==> src/rtl/uart_tx_fifo_drain.sv <==
`default_nettype none
// ============================================================================
// Module   : uart_tx_fifo_drain
// Purpose  : Read-side consumer of the TX FIFO. Pops one byte with a single
//            cycle active-low strobe, waits out the FIFO read latency, then
//            serializes start, 7/8 data bits (LSB first), optional parity and
//            stop bit(s) onto tx, paced by the shared oversampling baud tick.
// Ports    : clk, reset (async, active high), baud_tick (OVERSAMPLE per bit),
//            fifo_empty, fifo_data[7:0], fifo_rdb (active-low read strobe),
//            bit8, parity_en, odd_n_even, stop2 (only with
//            UART_TX_TWO_STOP_EN), tx (idle = 1), tx_busy.
// Options  : `define UART_TX_TWO_STOP_EN adds the stop2 port (2 stop bits).
// Revision : 1.0 - initial release
// ============================================================================
module uart_tx_fifo_drain #(
  parameter int DATA_LAT   = 2,
  parameter int OVERSAMPLE = 16,
  parameter int OS_W       = 4
) (
  input  logic       clk,
  input  logic       reset,
  input  logic       baud_tick,
  input  logic       fifo_empty,
  input  logic [7:0] fifo_data,
  output logic       fifo_rdb,
  input  logic       bit8,
  input  logic       parity_en,
  input  logic       odd_n_even,
`ifdef UART_TX_TWO_STOP_EN
  input  logic       stop2,
`endif
  output logic       tx,
  output logic       tx_busy
);

  localparam int LAT_W = $clog2(DATA_LAT + 1);

  typedef enum logic [2:0] {
    S_IDLE   = 3'd0,
    S_FETCH  = 3'd1,
    S_START  = 3'd2,
    S_DATA   = 3'd3,
    S_PARITY = 3'd4,
    S_STOP   = 3'd5
  } state_t;

  state_t            r_state, w_state_nxt;
  logic              r_tx, w_tx_nxt;
  logic              r_rdb, w_rdb_nxt;
  logic              r_busy, w_busy_nxt;
  logic [LAT_W-1:0]  r_lat, w_lat_nxt;
  logic [OS_W-1:0]   r_os, w_os_nxt;
  logic [2:0]        r_bit, w_bit_nxt;
  logic [7:0]        r_sh, w_sh_nxt;
  logic              r_par, w_par_nxt;
  logic              r_bit8, w_bit8_nxt;
  logic              r_paren, w_paren_nxt;
  logic              r_stop2, w_stop2_nxt;
  logic              r_stopcnt, w_stopcnt_nxt;

  logic              w_stop2_in;
  logic              w_bit_end;
  logic [2:0]        w_last_bit;

`ifdef UART_TX_TWO_STOP_EN
  assign w_stop2_in = stop2;
`else
  assign w_stop2_in = 1'b0;
`endif

  // A bit period closes on the tick that would take the counter past its top.
  assign w_bit_end  = baud_tick && (r_os == OS_W'(OVERSAMPLE - 1));
  assign w_last_bit = r_bit8 ? 3'd7 : 3'd6;

  always_ff @(posedge clk or posedge reset) begin
    if (reset) begin
      r_state   <= S_IDLE;
      r_tx      <= 1'b1;
      r_rdb     <= 1'b1;
      r_busy    <= 1'b0;
      r_lat     <= '0;
      r_os      <= '0;
      r_bit     <= '0;
      r_sh      <= '0;
      r_par     <= 1'b0;
      r_bit8    <= 1'b0;
      r_paren   <= 1'b0;
      r_stop2   <= 1'b0;
      r_stopcnt <= 1'b0;
    end else begin
      r_state   <= w_state_nxt;
      r_tx      <= w_tx_nxt;
      r_rdb     <= w_rdb_nxt;
      r_busy    <= w_busy_nxt;
      r_lat     <= w_lat_nxt;
      r_os      <= w_os_nxt;
      r_bit     <= w_bit_nxt;
      r_sh      <= w_sh_nxt;
      r_par     <= w_par_nxt;
      r_bit8    <= w_bit8_nxt;
      r_paren   <= w_paren_nxt;
      r_stop2   <= w_stop2_nxt;
      r_stopcnt <= w_stopcnt_nxt;
    end
  end

  always_comb begin
    w_state_nxt   = r_state;
    w_tx_nxt      = r_tx;
    w_rdb_nxt     = 1'b1;
    w_busy_nxt    = r_busy;
    w_lat_nxt     = r_lat;
    w_os_nxt      = r_os;
    w_bit_nxt     = r_bit;
    w_sh_nxt      = r_sh;
    w_par_nxt     = r_par;
    w_bit8_nxt    = r_bit8;
    w_paren_nxt   = r_paren;
    w_stop2_nxt   = r_stop2;
    w_stopcnt_nxt = r_stopcnt;

    // Tick counter only runs while a bit is on the line.
    if ((r_state == S_START) || (r_state == S_DATA) ||
        (r_state == S_PARITY) || (r_state == S_STOP)) begin
      if (baud_tick) begin
        w_os_nxt = w_bit_end ? '0 : r_os + 1'b1;
      end
    end

    case (r_state)
      S_IDLE: begin
        w_tx_nxt = 1'b1;
        w_os_nxt = '0;
        if (!fifo_empty) begin
          w_rdb_nxt   = 1'b0;
          w_busy_nxt  = 1'b1;
          w_lat_nxt   = '0;
          w_state_nxt = S_FETCH;
        end
      end

      // One cycle for the strobe to register in the FIFO, then DATA_LAT more
      // before read data is sampled.
      S_FETCH: begin
        if (r_lat == LAT_W'(DATA_LAT)) begin
          w_sh_nxt      = fifo_data;
          w_par_nxt     = (^{fifo_data[7] & bit8, fifo_data[6:0]}) ^ odd_n_even;
          w_bit8_nxt    = bit8;
          w_paren_nxt   = parity_en;
          w_stop2_nxt   = w_stop2_in;
          w_stopcnt_nxt = 1'b0;
          w_os_nxt      = '0;
          w_bit_nxt     = '0;
          w_tx_nxt      = 1'b0;
          w_state_nxt   = S_START;
        end else begin
          w_lat_nxt = r_lat + 1'b1;
        end
      end

      S_START: begin
        if (w_bit_end) begin
          w_tx_nxt    = r_sh[0];
          w_bit_nxt   = '0;
          w_state_nxt = S_DATA;
        end
      end

      // r_sh[0] is always the bit currently on the line.
      S_DATA: begin
        if (w_bit_end) begin
          if (r_bit == w_last_bit) begin
            w_bit_nxt = '0;
            if (r_paren) begin
              w_tx_nxt    = r_par;
              w_state_nxt = S_PARITY;
            end else begin
              w_tx_nxt    = 1'b1;
              w_state_nxt = S_STOP;
            end
          end else begin
            w_sh_nxt  = {1'b0, r_sh[7:1]};
            w_tx_nxt  = r_sh[1];
            w_bit_nxt = r_bit + 1'b1;
          end
        end
      end

      S_PARITY: begin
        if (w_bit_end) begin
          w_tx_nxt    = 1'b1;
          w_state_nxt = S_STOP;
        end
      end

      S_STOP: begin
        if (w_bit_end) begin
          if (r_stop2 && !r_stopcnt) begin
            w_stopcnt_nxt = 1'b1;
          end else begin
            w_busy_nxt  = 1'b0;
            w_state_nxt = S_IDLE;
          end
        end
      end

      default: begin
        w_tx_nxt    = 1'b1;
        w_busy_nxt  = 1'b0;
        w_state_nxt = S_IDLE;
      end
    endcase
  end

  assign tx       = r_tx;
  assign fifo_rdb = r_rdb;
  assign tx_busy  = r_busy;

endmodule
`default_nettype wire
==> config.mk <==
export PLATFORM = sky130hd
export DESIGN_NAME = uart_tx_fifo_drain
export DESIGN_NICKNAME = d
export VERILOG_FILES = /design/src/rtl/uart_tx_fifo_drain.sv
export SDC_FILE = /design/constraint.sdc
export NUM_CORES = 1
export LEC_CHECK = 0
export ABC_AREA = 1
export CAP_MARGIN = 20
export CORE_MARGIN = 4
export CORE_UTILIZATION = 45
export CTS_CLUSTER_SIZE = 30
export DETAILED_ROUTE_END_ITERATION = 7
export PLACE_DENSITY = 0.74
export SYNTH_ARGS = -nofsm -noshare
export SYNTH_HDL_FRONTEND = slang
export SYNTH_SLANG_ARGS = --single-unit
==> constraint.sdc <==
create_clock -name clk -period 1.43 [get_ports clk]
set_input_delay 0.2145 -clock clk [delete_from_list [all_inputs] [get_ports clk]]
set_output_delay 0.2145 -clock clk [all_outputs]
set_load 0.02 [all_outputs]
# Yosys cells after proc, flatten, opt, wreduce, memory -nomap -nowiden
# Index checks and enable logic that the tools add are counted.
[word_totals]
ff_bits = 26
input_bits = 15
wordCells = 90
[classes]
bitwise = 4
n_addsub = 3
muxes = 38
eq_ne = 17
reduce_logical = 17
[op_table]
columns = ["operator", "n"]
rows = [
  ["3-bit 2-to-1 mux", 10],
  ["8-bit 2-to-1 mux", 3],
  ["3-bit one-hot mux with 6 select lines", 1],
  ["4-bit 2-to-1 mux", 4],
  ["2-bit != test, second input constant", 8],
  ["8-bit one-hot mux with 2 select lines", 1],
  ["1-bit 2-to-1 mux", 12],
  ["3-bit one-hot mux with 3 select lines", 1],
  ["4-bit one-hot mux with 2 select lines", 1],
  ["4-bit AND reduction", 2],
  ["8-bit XOR reduction", 1],
  ["7-bit AND reduction", 1],
  ["3-bit by 2-bit equality test with 1-bit output, second input constant", 2],
  ["3-bit equality test, second input constant", 2],
  ["3-bit AND reduction", 2],
  ["1-bit one-hot mux with 5 select lines", 1],
  ["5-bit AND reduction", 1],
  ["4-bit by 1-bit adder with 4-bit output, second input constant", 1],
  ["4-bit equality test, second input constant", 1],
  ["2-bit 2-to-1 mux", 2],
  ["2-bit one-hot mux with 2 select lines", 1],
  ["2-bit nonzero test", 2],
  ["4-bit OR reduction", 1],
  ["3-bit by 1-bit adder with 3-bit output, second input constant", 1],
  ["other kinds (14)", 17],
]

# Longest topological paths before layout
# Gate-level depths: netlist of the first run.
[depth]
depth_word = 7
mapped_depth = 10
ltp_nobuf = 10

# Least setup slack after synthesis of the first run
# OpenSTA, ideal clock, no wires.
[synth_timing]
path_kind = "register to register"
start = "reg r_state[2]"
end = "reg r_os[1]"
setup_ns = 0.113
synth_period_minus_slack_ns = 1.463
required_ns = 1.317
stages_incl_launch_ff = 7
arrival_ns = 1.350
slack_ns = -0.033
path_cell_list = "dfrtp_1 inv_1 ha_1 nand2_1 mux2_2 nand2_1 inv_1"
[synth_via]
elab_chain_cells = 7
word_cells_on_any_way = 12
cone_classes = "eq/ne: 5; mux: 3; reduce/logical: 4"
[synth_lines]
columns = ["item", "line", "source"]
rows = [
  ["start, declared", "47", "state_t r_state, w_state_nxt;"],
  ["start signal, assigned", "91", "r_state <= w_state_nxt;"],
  ["3-bit by 2-bit equality test with 1-bit output", "123", "if ((r_state == S_START) || (r_state == S_DATA) ||"],
  ["1-bit logical OR (2 in series)", "123", ""],
  ["1-bit logical OR", "124", "(r_state == S_PARITY) || (r_state == S_STOP)) begin"],
  ["4-bit 2-to-1 mux", "123", ""],
  ["4-bit 2-to-1 mux", "145", "if (r_lat == LAT_W'(DATA_LAT)) begin"],
  ["4-bit one-hot mux with 2 select lines *", "130", "case (r_state)"],
  ["via w_os_nxt[1]", "52", "logic [OS_W-1:0] r_os, w_os_nxt;"],
  ["end signal, assigned", "96", "r_os <= w_os_nxt;"],
  ["end, declared", "52", ""],
]
# The timed path passes the listed nets; every way through them passes the cells marked *.
# A chain may end at the register's enable or synchronous reset.

# Final worst setup path of the first run
[layout_timing]
start = "reg r_state[2]"
end = "reg r_os[3]"
# Same word-level chain as after synthesis.

==> results of run 1 <==
==> worst paths after layout <==
kind                            startpoint          to
min in group clk                 parity_en     r_paren
max in group asynchronous            reset          tx
worst min-delay path                 reset  r_state[2]
worst min register to register     r_os[3]     r_os[3]
worst max-delay path            r_state[2]     r_os[3]
worst max register to register  r_state[2]     r_os[3]
==> power by group through the flow <==
| stage | clock (mW) | combinational (mW) | sequential (mW) |
|---|---|---|---|
| floorplan | 0 | 1.25 | 1.21 |
| global placement | 0 | 1.80 | 1.22 |
| detailed placement | 0 | 1.83 | 1.23 |
| CTS | 0.531 | 1.86 | 1.21 |
| global route | 0.555 | 2.60 | 1.26 |
| finish | 0.517 | 2.35 | 1.24 |
==> kinds of logic after synthesis <==
kind of cell,share of synthesized area
buffers and inverters,0.0945
AND/OR/NAND/NOR,0.335
flip-flops,0.404
adder cells (fa/ha/maj),0.0387
multiplexers,0.00697
AO/OA/AOI/OAI,0.105
XOR/XNOR,0.0163
==> critical path: cells and delay by family (launching register included) <==
family	cells	cell delay, ns
AO/OA/AOI/OAI	2	0.18
AND/OR/NAND/NOR	3	0.25
adder cells (fa/ha/maj)	1	0.28
buffers and inverters	2	0.21
flip-flops	1	0.49
==> state kept, by name, indices dropped and copies added (netlist names) <==
| register | cells |
|---|---|
| r_sh | 8 |
| tx | 1 |
| tx_busy | 1 |
| fifo_rdb | 1 |
| r_bit8 | 1 |
| r_paren | 1 |
| r_state | 3 |
| r_par | 1 |
| r_bit | 3 |
| r_lat | 2 |
| r_os | 4 |
==> timing repair <==
item / in CTS / in global routing
pin swaps: 1 / 18
setup endpoints to repair: 18 / 23
resized for setup: 8 / 46
hold buffers: 0 / 0
buffers inserted: 1 / 7
==> cell usage after synthesis <==
cell type  number  area, um2
nand2_1        79        297
inv_1          30        113
dfrtp_1        24        601
nand3_1        20        100
o21ai_0        15       75.1
nor2_1         11       41.3
ha_1            5       62.6
nand4_1         5       31.3
a21oi_1         3       15.0
nor2_2          3       18.8
dfstp_2         2       52.6
inv_2           2       7.51
nand2_2         2       12.5
nand2_4         2       22.5
o21ai_1         2       10.0
o21ai_2         2       17.5
xnor2_1         2       17.5
a211oi_1        1       7.51
a21boi_0        1       7.51
a21oi_4         1       16.3
a31oi_2         1       12.5
buf_2           1       5.00
buf_4           1       7.51
buf_6           1       11.3
clkinv_4        1       8.76
mux2_2          1       11.3
nor2_4          1       11.3
o211ai_1        1       7.51
or2_2           1       6.26
xor2_1          1       8.76
==> metrics by stage <==
stage / std cells / setup TNS (ns) / setup WS, ns
finish: 310 / -0.817 / -0.0992
global route: 310 / -1.96 / -0.152
CTS: 303 / -0.195 / -0.0495
detailed placement: 298 / -1.30 / -0.129
global placement: 298 / -0.931 / -0.0954
floorplan: 222 / 0 / 0.0149
==> area by class of cell <==
| type | count | area, um2 | share of cell area |
|---|---|---|---|
| Sequential cell | 26 | 656 | 0.296 |
| Timing Repair Buffer | 41 | 372 | 0.168 |
| Inverter | 33 | 129 | 0.0582 |
| Clock buffer | 3 | 22.5 | 0.0102 |
| Multi-Input combinational cell | 160 | 948 | 0.428 |
| Tap cell | 46 | 57.6 | 0.0260 |
| Clock inverter | 1 | 30.0 | 0.0136 |
==> layout by cell type (no fill, tap or decap), types with 6 or more instances in the layout <==
cell	count
nor2_1	6
clkdlybuf4s50_1	14
nand2_2	10
o21ai_0	11
inv_2	6
nand2_1	68
inv_1	26
buf_4	19
dfrtp_1	22
nand3_1	18
==> routing by layer <==
layer | vias up | share of wire | track usage
li1 | 791 | - | -
met1 | 699 | 0.45 | 0.206
met2 | 36 | 0.49 | 0.255
met3 | 6 | 0.045 | 0.0394
met4 | 0 | 0.015 | 0.0298
met5 | - | 0 | 0
==> reports/results.tsv, run 1 <==
stage	metric	value	unit
critical_path	r2r setup slk	-0.1	ns
placement	Post-DP HPWL	2460	um
run_status	failing checks	negative setup slack	
global_routing	largest net degree at the start of global routing	27	
final_layout	Layout area overhead	37.1	%
global_routing	first-pass GRT wire length	5510	um
sta	hold slack final	0.178	ns
cts	Clock Latency Late Sink	0.34	ns
die	die span in x	67.9	um
die	Initial Utilization	0.477	
route	Starting DRT DRC Count	68	
critical_path	crit path kind	reg -> reg	
placement	routability cong.	0.909	
yosys	net count after synthesis	242	
die	# IOs	18	
pwr	Seq pwr share	0.302	
final_layout	share of post-route cells with drive strength above 1	0.292	
pwr	Pint	2.34	mW
critical_path	Crit-path slowest cell	dfrtp_2	
sta	Max Freq	654	MHz
die	row count	21	
pwr	Max VDD drop	1190	uV
run_status	status	complete, but fails checks	
critical_path	max incr delay on CP	0.49	ns
yosys	Synthesis Warnings	0	
final_layout	fin area	0.00221	mm2
global_routing	GRT Overall Usage	0.154	
final_layout	# diodes	0	
route	via count	1532	
final_layout	nets	285	
critical_path	crit-path cells	inv_2, buf_4, ha_4, nand2_4, nor2_2, nand2_1, a21oi_1, a211oi_1	
flow_run	Max-cap violations	0	
global_routing	vias in the first global route	1331	
pwr	sw power	1.76	mW
hold_path	min-delay worst type	in -> async	
yosys	Mean Syn Cell Area	7.28	um2
critical_path	Startpoint Class	flip-flop	
sta	unrepaired setup endpoints after global routing	true	
sta	post-layout min period	1.53	ns
pwr	Leak	1.13	nW
sta	PnR worst setup slack	-0.0992	ns
placement	Area after DPL	0.00195	mm2
critical_path	CP Max Fanout	4	
route	via density per instance	4.94	
yosys	Synth Register Bits	26	
global_routing	initial antenna violation count	0	
yosys	post-synthesis sequential area ratio	0.404	
final_layout	Fill cells	277	
critical_path	Worst Reg-to-Reg Cells	8	
sta	clk_skew	0.0204	ns
global_routing	GRT overflow	0	
route	Routed WL	3720	um
yosys	Yosys cell types	30	
critical_path	crit path DAT	1.75	ns
pwr	Switching Share	0.430	
sta	fin crit share	1.07	
yosys	Mapped Cells	222	
route	routed len/inst	12.0	um
cts	root buffer cell	clkbuf_4	
route	DRC errors left	0	
sta	Rel. slew slack	0.813	
critical_path	crit path capture type	flip-flop	
die	Core Box Area	0.00339	mm2
sta	Hold Fails Final Rpt	0	
die	die height	67.9	um
sta	Tightest Pin Transition	0.277	ns
cts	CTS tree	yes	
sta	fin. max-slew vios	0	
pwr	Comb power frac	0.572	
cts	Num CTS Buffers	3	
cts	CTS clock-pin slew for the worst setup and hold paths	0.16	ns
cts	H-tree Lvls	1	
cts	CTS max path bufs	2	
final_layout	final core utilization	0.653	
yosys	synthesized cell area	0.00162	mm2
route	post-route ant nets	0	
die	die area	0.00461	mm2
pwr	Clock power frac	0.126	
cts	CTS Sinks	26	
placement	I/O Buffers	17	
sta	# setup viols final	15	
route	Initial DRT Pass Iterations	4	
critical_path	Critical Path RT	1.65	ns
pwr	Tot Pwr	4.10	mW
pwr	PwrDens	1850	mW/mm2
Note: power is estimated with default switching activity, not from simulation.
==> inputs of run 2 (changes only) <==
Settings changed: CORE_MARGIN 4 to 1.5, SLEW_MARGIN from default to 15.
==> run 2 against run 1 <==
  * The run still ends with negative setup slack left
  * Maximum frequency rose by 4.6%
  * Sequential power barely moved
  * Worst setup slack improved by 0.068 ns
  * Worst hold slack barely moved
  * Non-clock buffer count fell by 1
  * Critical path type unchanged
  * Count of clock-buffer cells in the layout did not move
  * Register-to-register slack improved by 0.07 ns
==> reports/results.tsv, run 2 (synthesis gave the netlist of run 1 again) <==
stage	metric	value	unit	change
run_status	status	complete, but fails checks		
run_status	failing checks	negative setup slack		
critical_path	Critical Path RT	1.69	ns	+0.04 ns
pwr	Leak	1.14	nW	+0.32%
critical_path	crit-path cells	inv_2, nor2_4, nand2_4, clkinv_4, nand2_8, a21oi_4, buf_6, nand2_1, nand2_1		
cts	CTS max path bufs	2		unchanged
final_layout	most frequent cells in the layout	nand2_1, inv_1, dfrtp_1, nand3_1, buf_4		
flow_run	Max-cap violations	0		unchanged
global_routing	initial antenna violation count	0		unchanged
die	die area	0.00396	mm2	-14%
global_routing	first-pass GRT wire length	6090	um	+11%
global_routing	GRT overflow	0		unchanged
final_layout	Largest Register	r_sh		
critical_path	Crit-path slowest cell	dfrtp_1		
cts	Clock Latency Late Sink	0.34	ns	about the same
critical_path	Top delay family on crit path	flip-flops		
cts	Num CTS Buffers	3		unchanged
route	Initial DRT Pass Iterations	4		unchanged
final_layout	top flop regs	r_sh: 8 flops, r_os: 4 flops		
critical_path	Startpoint Class	flip-flop		
sta	unrepaired setup endpoints after global routing	true		
sta	Max Freq	684	MHz	+4.6%
sta	Rel. slew slack	0.812		-0.00115
critical_path	CP Max Fanout	8		+4
final_layout	final core utilization	0.660		+0.00664
placement	Post-DP HPWL	2450	um	-0.29%
sta	post-layout min period	1.46	ns	-0.0675 ns
final_layout	number of flip-flops in the largest register	8		unchanged
final_layout	nets	284		-0.35%
route	routed len/inst	11.9	um	-1.3%
final_layout	# diodes	0		unchanged
sta	clk_skew	0.0278	ns	+0.00732 ns
pwr	PwrDens	1860	mW/mm2	+0.53%
cts	root buffer cell	clkbuf_4		
sta	fin. max-slew vios	0		unchanged
pwr	Max VDD drop	983	uV	-18%
die	# IOs	18		unchanged
final_layout	Layout area overhead	38.5	%	
cts	CTS Sinks	26		unchanged
die	Initial Utilization	0.477		unchanged
global_routing	GRT Overall Usage	0.188		+0.0335
die	die span in x	62.9	um	-7.4%
critical_path	crit path DAT	1.72	ns	-0.03 ns
sta	# setup viols final	9		-6
hold_path	min-delay worst type	in -> async		
route	via density per instance	5.06		+2.4%
sta	PnR worst setup slack	-0.0317	ns	+0.0675 ns
placement	routability cong.	0.897		-1.3%
placement	I/O Buffers	17		unchanged
final_layout	commonest non-fill, non-tap cell in the layout	nand2_1		
route	via count	1563		+2.0%
die	die height	62.9	um	-7.4%
sta	Hold Fails Final Rpt	0		unchanged
placement	placed insts	296		-0.67%
final_layout	share of post-route cells with drive strength above 1	0.304		+0.0125
die	row count	21		unchanged
cts	CTS tree	yes		
global_routing	largest net degree at the start of global routing	27		unchanged
global_routing	vias in the first global route	1426		+7.1%
cts	H-tree Lvls	1		unchanged
route	Starting DRT DRC Count	81		+19%
critical_path	cell mode on critical path	nand2_1		
route	DRC errors left	0		unchanged
die	Core Box Area	0.00339	mm2	unchanged
critical_path	crit path capture type	flip-flop		
sta	Tightest Pin Transition	0.281	ns	+0.00343 ns
route	post-route ant nets	0		unchanged
cts	CTS clock-pin slew for the worst setup and hold paths	0.16	ns	about the same
final_layout	post-route insts no fill	309		-0.32%
route	Routed WL	3660	um	-1.6%
critical_path	crit path kind	reg -> reg		
critical_path	max incr delay on CP	0.46	ns	-0.03 ns
critical_path	CP bufs+invs	3		+1
sta	fin crit share	1.02		-0.0472
==> run 2: cell count changes in the layout (fill, tap and decap cells not counted), moves of 2 or more <==
cell / delta
inv_1: -3
nand2_4: +2
buf_4: -2
inv_2: +2
nand2_2: -6
nand2_1: +4
==> run 2: routing by layer <==
metal	vias up	part of all wire	global-route usage
li1	793	-	-
met1	728	0.45	0.236
met2	38	0.50	0.331
met3	4	0.032	0.0324
met4	0	0.014	0.0500
met5	-	0	0
==> run 2: worst register-to-register path, delay by kind of cell, from the launching register on <==
family / cells / cell delay (ns)
flip-flops: 1 / 0.46
AND/OR/NAND/NOR: 5 / 0.40
buffers and inverters: 3 / 0.35
AO/OA/AOI/OAI: 1 / 0.18
==> run 2: power breakdown <==
part	internal, mW	leakage, nW	switching [mW]
combinational	1.06	0.779	1.35
clock	0.284	0.0279	0.229
sequential	1.03	0.329	0.210
==> run 2: final cells by class <==
cell class	count	area [um2]
Clock buffer	3	22.5
Sequential cell	26	656
Fill cell	257	1150
Multi-Input combinational cell	160	977
Clock inverter	1	30.0
Inverter	33	131
Timing Repair Buffer	40	363
Tap cell	46	57.6
==> run 2: worst paths after layout <==
check,from,to,slack [ns],cells after the start
hold / removal,reset,r_sh[7],0.18,3
max in group asynchronous,reset,tx,1.00,3
setup reg to reg,r_state[1],r_sh[4],-0.03,9
setup / recovery,r_state[1],r_sh[4],-0.03,9
min in group clk,parity_en,r_paren,0.45,3
hold reg to reg,r_sh[3],r_sh[3],0.48,2
==> run 2: repair_timing <==
item / 4_1_cts / 5_1_grt
hold endpoints to repair: 0 / 0
pin swaps: 5 / 12
resized for setup: 25 / 38
buffers inserted: 5 / 4
endpoints found under the setup margin: 17 / 24
hold buffers: 0 / 0
==> run 2: through the flow <==
step	TNS [ns]	hold WS, ns	power (mW)	setup slack, ns	area [um2]
floorplan	0	0.253	2.46	0.0149	1620
global placement	-0.967	0.457	3.00	-0.0948	1940
detailed placement	-1.33	0.460	3.03	-0.119	1940
CTS	0	0.188	3.75	0.00768	2090
global route	-0.976	0.176	4.48	-0.114	2240
finish	-0.140	0.178	4.16	-0.0317	2240
